`config.mk`:
```
export PLATFORM = sky130hd
export DESIGN_NAME = uart_receiver
export DESIGN_NICKNAME = d
export VERILOG_FILES = /design/src/rtl/uart_pkg.sv /design/src/rtl/uart_rx_fifo.sv /design/src/rtl/uart_receiver.sv
export SDC_FILE = /design/constraint.sdc
export NUM_CORES = 1
export LEC_CHECK = 0
export CORE_MARGIN = 2
export CORE_UTILIZATION = 45
export DETAILED_ROUTE_END_ITERATION = 10
export PLACE_DENSITY_LB_ADDON = 0.08
export SLEW_MARGIN = 20
export SYNTH_ARGS = -nofsm -noshare
export SYNTH_HDL_FRONTEND = slang
export SYNTH_SLANG_ARGS = --single-unit
```
`constraint.sdc`:
```
create_clock -name clk -period 6.05 [get_ports clk]
set_input_delay 1.21 -clock clk [delete_from_list [all_inputs] [get_ports clk]]
set_output_delay 1.21 -clock clk [all_outputs]
set_load 0.1 [all_outputs]
```
`src/rtl/uart_pkg.sv`:
```
// UART shared definitions: bit timing helpers and receiver FSM states.
// Optional build macro UART_RX_PARITY_EN adds the PARITY state (8E1 frames).
package uart_pkg;

    localparam int CLOCK_FREQ_DEF = 50_000_000;
    localparam int BAUD_RATE_DEF  = 115_200;

    // Whole clock cycles per bit; the remainder is dropped.
    function automatic int cycles_per_bit(input int clock_freq, input int baud_rate);
        return clock_freq / baud_rate;
    endfunction

    localparam int CYCLES_PER_BIT = cycles_per_bit(CLOCK_FREQ_DEF, BAUD_RATE_DEF);
    localparam int SAMPLE_POINT   = CYCLES_PER_BIT / 2;
    localparam int CNT_W          = $clog2(CYCLES_PER_BIT);

    typedef enum logic [2:0] {
        IDLE      = 3'd0,
        START     = 3'd1,
        DATA      = 3'd2,
`ifdef UART_RX_PARITY_EN
        PARITY    = 3'd3,
`endif
        STOP      = 3'd4,
        WAIT_HIGH = 3'd5
    } rx_state_t;

endpackage

```
`src/rtl/uart_rx_fifo.sv`:
```
// Receive byte FIFO: DEPTH x 8, pointers one bit wider than the address so
// full and empty fall out of the pointer difference.
module uart_rx_fifo #(
    parameter  int DEPTH = 8,
    localparam int AW    = $clog2(DEPTH)
) (
    input  logic          clk,
    input  logic          rst,
    input  logic          push,
    input  logic [7:0]    din,
    input  logic          pop,
    output logic [7:0]    dout,
    output logic          full,
    output logic          empty,
    output logic [AW:0]   count
);

    logic [7:0]  mem_q [DEPTH];
    logic [7:0]  mem_d [DEPTH];
    logic [AW:0] wr_ptr_q, wr_ptr_d;
    logic [AW:0] rd_ptr_q, rd_ptr_d;
    logic        do_push, do_pop;

    assign count = wr_ptr_q - rd_ptr_q;
    assign full  = (count == (AW+1)'(DEPTH));
    assign empty = (count == '0);
    assign dout  = mem_q[rd_ptr_q[AW-1:0]];

    // A pop on an empty FIFO is ignored; a push while full only lands if the head leaves the same cycle.
    assign do_pop  = pop && !empty;
    assign do_push = push && (!full || do_pop);

    // Next pointers and storage write.
    always_comb begin
        mem_d    = mem_q;
        wr_ptr_d = wr_ptr_q;
        rd_ptr_d = rd_ptr_q;
        if (do_push) begin
            mem_d[wr_ptr_q[AW-1:0]] = din;
            wr_ptr_d                = wr_ptr_q + 1'b1;
        end
        if (do_pop) rd_ptr_d = rd_ptr_q + 1'b1;
    end

    // Storage and pointer registers; storage is cleared so data_out resets to 0.
    always_ff @(posedge clk) begin
        if (!rst) begin
            wr_ptr_q <= '0;
            rd_ptr_q <= '0;
            for (int i = 0; i < DEPTH; i++) mem_q[i] <= '0;
        end else begin
            wr_ptr_q <= wr_ptr_d;
            rd_ptr_q <= rd_ptr_d;
            mem_q    <= mem_d;
        end
    end

endmodule

```
`src/rtl/uart_receiver.sv`:
```
// UART receive front-end: 2-flop synchroniser, mid-bit sampling FSM, byte
// shifter, sticky error flags and a ready/valid receive FIFO.
// Build macro UART_RX_PARITY_EN selects 8E1 frames; default is 8N1.
module uart_receiver
    import uart_pkg::*;
#(
    parameter int CLOCK_FREQ = CLOCK_FREQ_DEF,
    parameter int BAUD_RATE  = BAUD_RATE_DEF,
    parameter int FIFO_DEPTH = 8
) (
    input  logic                          clk,
    input  logic                          rst,
    input  logic                          serial_in,
    output logic [7:0]                    data_out,
    output logic                          data_out_valid,
    input  logic                          data_out_ready,
    output logic [$clog2(FIFO_DEPTH):0]   fifo_count,
    output logic                          frame_err,
    output logic                          overflow,
    input  logic                          err_clr
);

    localparam int CPB = cycles_per_bit(CLOCK_FREQ, BAUD_RATE);
    localparam int CW  = (CPB > 1) ? $clog2(CPB) : 1;
    localparam logic [CW-1:0] SP_C   = CW'(CPB / 2);
    localparam logic [CW-1:0] LAST_C = CW'(CPB - 1);

    rx_state_t   state_q, state_d;
    logic [CW-1:0] cnt_q, cnt_d;
    logic [3:0]  bit_q, bit_d;
    logic [7:0]  shift_q, shift_d;
    logic        sync1_q, sync1_d, sync2_q, sync2_d;
    logic        frame_err_q, frame_err_d;
    logic        overflow_q, overflow_d;
    logic        rx_s, push, fe_set, ovf_set;
    logic        fifo_full, fifo_empty;

    assign rx_s = sync2_q;

    // Synchroniser chain for the asynchronous line.
    always_comb begin
        sync1_d = serial_in;
        sync2_d = sync1_q;
    end

    // Frame FSM: every state samples at mid-bit (SP_C) and wraps its bit period at LAST_C.
    always_comb begin
        state_d = state_q;
        cnt_d   = cnt_q + 1'b1;
        bit_d   = bit_q;
        shift_d = shift_q;
        push    = 1'b0;
        fe_set  = 1'b0;
        case (state_q)
            IDLE: begin
                cnt_d = '0;
                if (!rx_s) state_d = START;
            end
            START: begin
                if (cnt_q == SP_C && rx_s) begin
                    state_d = IDLE;
                    cnt_d   = '0;
                end else if (cnt_q == LAST_C) begin
                    state_d = DATA;
                    cnt_d   = '0;
                    bit_d   = '0;
                end
            end
            DATA: begin
                if (cnt_q == SP_C) begin
                    shift_d = {rx_s, shift_q[7:1]};
                    bit_d   = bit_q + 1'b1;
                end
                if (cnt_q == LAST_C) begin
                    cnt_d = '0;
`ifdef UART_RX_PARITY_EN
                    if (bit_q == 4'd8) state_d = PARITY;
`else
                    if (bit_q == 4'd8) state_d = STOP;
`endif
                end
            end
`ifdef UART_RX_PARITY_EN
            PARITY: begin
                if (cnt_q == SP_C && rx_s != (^shift_q)) begin
                    fe_set  = 1'b1;
                    state_d = WAIT_HIGH;
                    cnt_d   = '0;
                end else if (cnt_q == LAST_C) begin
                    state_d = STOP;
                    cnt_d   = '0;
                end
            end
`endif
            STOP: begin
                // Leave at mid-stop so a back-to-back start edge is not missed.
                if (cnt_q == SP_C) begin
                    cnt_d = '0;
                    if (rx_s) begin
                        push    = 1'b1;
                        state_d = IDLE;
                    end else begin
                        fe_set  = 1'b1;
                        state_d = WAIT_HIGH;
                    end
                end
            end
            WAIT_HIGH: begin
                cnt_d = '0;
                if (rx_s) state_d = IDLE;
            end
            default: begin
                state_d = IDLE;
                cnt_d   = '0;
            end
        endcase
    end

    // A completed byte with nowhere to go: full and the head is not leaving this cycle.
    assign ovf_set = push && fifo_full && !data_out_ready;

    // Sticky flags; a set in the same cycle as err_clr wins.
    always_comb begin
        frame_err_d = frame_err_q;
        overflow_d  = overflow_q;
        if (err_clr) begin
            frame_err_d = 1'b0;
            overflow_d  = 1'b0;
        end
        if (fe_set)  frame_err_d = 1'b1;
        if (ovf_set) overflow_d  = 1'b1;
    end

    // State registers; the synchroniser resets to the idle-high line level.
    always_ff @(posedge clk) begin
        if (!rst) begin
            state_q     <= IDLE;
            cnt_q       <= '0;
            bit_q       <= '0;
            shift_q     <= '0;
            sync1_q     <= 1'b1;
            sync2_q     <= 1'b1;
            frame_err_q <= 1'b0;
            overflow_q  <= 1'b0;
        end else begin
            state_q     <= state_d;
            cnt_q       <= cnt_d;
            bit_q       <= bit_d;
            shift_q     <= shift_d;
            sync1_q     <= sync1_d;
            sync2_q     <= sync2_d;
            frame_err_q <= frame_err_d;
            overflow_q  <= overflow_d;
        end
    end

    uart_rx_fifo #(.DEPTH(FIFO_DEPTH)) u_fifo (
        .clk   (clk),
        .rst   (rst),
        .push  (push),
        .din   (shift_q),
        .pop   (data_out_ready),
        .dout  (data_out),
        .full  (fifo_full),
        .empty (fifo_empty),
        .count (fifo_count)
    );

    assign data_out_valid = !fifo_empty;
    assign frame_err      = frame_err_q;
    assign overflow       = overflow_q;

endmodule

```
# Word-level counts from Yosys, hierarchy flattened
# Cells that the tools add are included.
# totals
ff_bits	100
in_bits	5
out_inout_bits	15
word_cells	95
# op_classes
add_sub_neg	5
n_lt_le_gt_ge	3
eq_ne	17
n_mux	32
n_bitwise	2
reduce_logical	18
# op_table
cell	n
$bwmux W64	1
$mux W9	3
$pmux W9 S3	1
$bmux W8 S3	1
$demux W8 S3	1
$mux W3	8
$mux W8	3
$ne A2 B2 Y1 const B	8
$pmux W3 S5	1
$add A4 B1 Y4 const B	3
$mux W4	3
$add A9 B1 Y9 const B	1
$eq A9 B8 Y1 const B	1
$eq A9 B9 Y1 const B	1
$mux W1	9
$eq A4 B4 Y1 const B	2
$ge A4 B4 Y1 const B	2
$not A3 Y4	2
$pmux W4 S2	1
$eq A3 B3 Y1 const B	2
$logic_and A1 B1 Y1	6
$reduce_and A6 Y1	1
$reduce_bool A2 Y1	3
$logic_not A4 Y1	1
other kinds (10)	12

# Depth between registers and ports, before layout
# depth
depth_word	6
depth_mapped	11
depth_no_buf	9

# Modules after synthesis
# A second synthesis with hierarchy kept.
# hier_totals
cells_unflattened	469
area_unflattened_um2	4777.1
# by_module_without_submodules
mod	instances	cells_per_inst	area_per_inst_um2
uart_rx_fifo	1	333	3490.8
uart_receiver	1	136	1286.2

# Worst setup path before layout
# No wires, ideal clock.
# synth_path
path_type	register to output
from	register u_fifo.rd_ptr_q[1]
to	output data_out_valid
arrival_ps	3872
required_time_ps	4840
setup_slack_ps	968
path_stages_with_launch	7
cell_sequence	dfxtp_1 -> clkbuf_1 -> buf_1 -> inv_1 -> fa_1 -> xor2_1 -> a2111o_1
# synth_between
elab_chain_cells	3
# synth_rtl
item	line	text
from (decl)	uart_rx_fifo.sv:21	logic [AW:0] rd_ptr_q, rd_ptr_d;
from (signal assigned)	uart_rx_fifo.sv:53	rd_ptr_q <= rd_ptr_d;
$sub A4 B4 Y4	uart_rx_fifo.sv:24	assign count = wr_ptr_q - rd_ptr_q;
net fifo_count[2]	uart_receiver.sv:17	output logic [$clog2(FIFO_DEPTH):0] fifo_count,
$logic_not A4 Y1	uart_rx_fifo.sv:26	assign empty = (count == '0);
$logic_not A1 Y1	uart_receiver.sv:169	assign data_out_valid = !fifo_empty;
to (decl)	uart_receiver.sv:15	output logic data_out_valid,
# The timed path passes the listed nets, and every way through them passes these cells.

# Worst setup path after layout
# layout_path
from	register u_fifo.rd_ptr_q[2]
to	output fifo_count[3]
# layout_between
elab_chain_cells	1
# layout_rtl
item	line
$sub A4 B4 Y4	uart_rx_fifo.sv:24
to (decl)	uart_receiver.sv:17
# No other way between the ends.

==> key figures <==
Clock network
  • Clk_lat worst skew: 360 ps
  • CTS sink cnt: 100
  • Clock transition at path regs: 100 ps
  • Cts hold-fix bufs: 0
  • Post-CTS sizing: 0
  • H-tree depth: 3
  • CTS tree: done
  • Root Buffer: clkbuf_8
  • CTS Buffer Depth: 2
  • Postcts setup bufs: 0
  • TritonCTS Buffers: 9

Timing
  • RSZ-0062 raised after global routing: no
  • Worst-Margin Slew: 974.1 ps
  • Slew HR: 34.86%
  • Final setup violation count: 0
  • Post-route setup TNS: 0 ps
  • Slack of the critical path: 1179 ps
  • Max Clk Rate: 205.3 MHz
  • Final Max Slew Viols: 0
  • Final Skew: 8.511 ps
  • Final Hold Fails: 0
  • Final worst path period share: 80.52%
  • Min Tclk post-route: 4871 ps

Synth
  • Post-synthesis sequential area ratio: 44.26%
  • Mean post-synth cell area: 9.307 sq um
  • Net count after synthesis: 501
  • Yosys reg bits: 100
  • Post-Synthesis Cell Area: 4523 sq um
  • Biggest area consumer among synthesized cells: dfxtp_1
  • Warnings from Yosys: 0
  • Share of synthesized registers carrying an async set or reset: 0%
  • EDFF count, synth: 0
  • Area contributors post-synth: dfxtp_1 (44%), mux4_2 (8.0%), nand3_1 (7.6%), o21ai_1 (7.0%), nand2_1 (4.0%)
  • Synth cell types: 50
  • Prevailing post-synth register cell: dfxtp_1
  • Share of Yosys cell area claimed by the top area cell type: 44.26%
  • Cells after synthesis: 486

Worst hold path
  • Hold path start: u_fifo.mem_q[3]$_SDFFE_PN0P_
  • Min-Delay Path Depth: 2
  • Type of the worst min-delay path: reg -> reg
  • Hold Path End: u_fifo.mem_q[3]$_SDFFE_PN0P_

GRT
  • Largest net degree at the start of global routing: 53
  • Grt ovf: 0
  • Gr usage total: 19.18%
  • Initial antenna violation count: 0
  • Vias in the first global route: 3239
  • First-pass GRT wire length: 16530 um

Detailed routing
  • Antenna viol nets, final: 0
  • DR vias: 3501
  • Vias/cell: 5.522
  • DRC Markers: 0
  • First-iteration detailed-routing DRC count: 175
  • Routed WL: 10140 um
  • Detailed Routing Iterations Pass 1: 5
  • Avg WL per Cell: 16.00 um

Setup path
  • Setup crit start: u_fifo.rd_ptr_q[2]$_SDFFE_PN0P_
  • FF-to-FF End: u_fifo.mem_q[51]$_SDFFE_PN0P_
  • R2R setup slack: 2660 ps
  • Setup CP Type: reg -> out
  • Worst EP arrival: 3660 ps
  • Reg2reg start: u_fifo.rd_ptr_q[2]$_SDFFE_PN0P_
  • CP Capture Type: output pin
  • Reg2reg path depth: 8
  • CP Max Fanout: 11
  • Worst setup SP type: register
  • CP Data Required Time: 4840 ps

Layout
  • Most frequent cells in the layout: dfxtp_1 (100), nand3_1 (69), o21ai_1 (63), nand2_1 (48), nor2_1 (36)
  • Fin area: 5056 sq um
  • Antenna cell count: 0
  • Layout cells sized above 1: 11.18%
  • Multi-input logic area: 2392 sq um
  • Filler cells: 952
  • Storage cell area: 2002 sq um
  • Final net count: 511
  • Area grow syn2layout: 11.78%
  • Commonest non-fill, non-tap cell in the layout: dfxtp_1

Power
  • Cell internal pwr: 0.0009418 W
  • Clk pwr share: 27.7%
  • Leak: 1.693 nW
  • Comb power frac: 27.5%
  • Sequential fraction of design power: 44.8%
  • Pwr dens: 296.6 nW/um^2
  • Switching share of total power: 37.19%
  • Worst VDD drop: 0.2603 mV
  • Switching power: 0.0005577 W

Place
  • Post-placement setup slack: 1397 ps
  • Placed Area: 4822 sq um
  • IO Port Bufs: 19
  • GPL Wtd Cong: 0.8838
  • Dpl hpwl: 7060 um

Floorplanning
  • Num rows: 36
  • Core ar.: 9774 sq um
  • Die area: 10870 sq um
  • I/O Pins: 20
  • Initial Utilization: 46.27%
  • Chip height: 104.3 um
  • Die Wd: 104.3 um

Run
  • Max Cap Viol: 0

Run status
  • Status: finished clean
critical path: stages (launching register included):
cell             delay, ps
dfxtp_1                520
clkinv_1               370
ha_1                   490
nand3b_1               140
a21oi_2                600
nor2_1                 160
clkdlybuf4s50_1       1010
registers in the layout, indices dropped and copies added (netlist names):
signal,cells
overflow,1
bit_q,4
rx_s,1
sync1_q,1
u_fifo.wr_ptr_q,4
u_fifo.rd_ptr_q,4
cnt_q,9
shift_q,8
state_q,3
u_fifo.mem_q,64
frame_err,1
cells by family after synthesis:
logic type	synth area share, %
DFF	44.26
AOI/OAI and AO/OA	13.20
xor gates and xnor gates	2.905
adders and majority gates	2.932
muxes	11.51
buffers and inverters	3.845
and+or+nand+nor	21.36
Yosys cell counts, drive strengths merged (2+ instances only):
cell type,count
dfxtp,100
nand3,69
o21ai,65
nand2,48
nor2,36
mux2i,16
mux4,16
buf,15
clkbuf,14
inv,12
ha,9
o311ai,8
xnor2,8
nor3,7
xor2,7
a21oi,6
nand2b,5
nand4,5
and3,4
nand3b,3
a21o,2
a31o,2
and3b,2
nand4b,2
nor3b,2
nor4,2
or3b,2
or4,2
worst max path at each step:
stage          slack [ps]             end  depth (start not counted)
6_report             1180   fifo_count[3]                          6
5_1_grt               940  data_out_valid                          6
4_1_cts               980   fifo_count[3]                          6
3_5_place_dp         1400   fifo_count[3]                          6
3_3_place_gp         1540   fifo_count[3]                          6
2_1_floorplan         970  data_out_valid                          6
area by class of cell:
class                           instances  share of cell area, %
Clock buffer                           10                  2.722
Clock inverter                          6                  1.114
Inverter                               13                 0.9651
Multi-Input combinational cell        344                  47.31
Sequential cell                       100                  39.59
Tap cell                              133                  3.291
Timing Repair Buffer                   28                  4.999
routing by layer:
| metal | track usage (%) | wire, um | vias up |
|---|---|---|---|
| li1 | - | - | 1779 |
| met1 | 25.19 | 4713 | 1664 |
| met2 | 32.38 | 4978 | 52 |
| met3 | 3.634 | 368 | 6 |
| met4 | 5.405 | 83 | 0 |
| met5 | 0 | 0 | - |
metrics by stage:
step | cells | total power [W] | util (%) | hold WS (ps)
5_1_grt | 634 | 0.001562 | 51.73 | 480.0
6_report | 634 | 0.001500 | 51.73 | 462.3
2_1_floorplan | 486 | 0.001014 | - | 386.3
4_1_cts | 634 | 0.001507 | 51.32 | 464.8
3_3_place_gp | 618 | 0.001086 | 49.33 | 444.0
3_5_place_dp | 618 | 0.001093 | 49.33 | 451.3
power by group through the flow:
stage / clock [W] / combinational, W / sequential [W]
after floorplan: 0 / 0.000330 / 0.000684
after global placement: 0 / 0.000400 / 0.000687
after detailed placement: 0 / 0.000406 / 0.000687
after CTS: 0.000428 / 0.000407 / 0.000671
after global routing: 0.000454 / 0.000435 / 0.000673
final: 0.000416 / 0.000412 / 0.000671
Note: power is estimated with default switching activity, not from simulation.
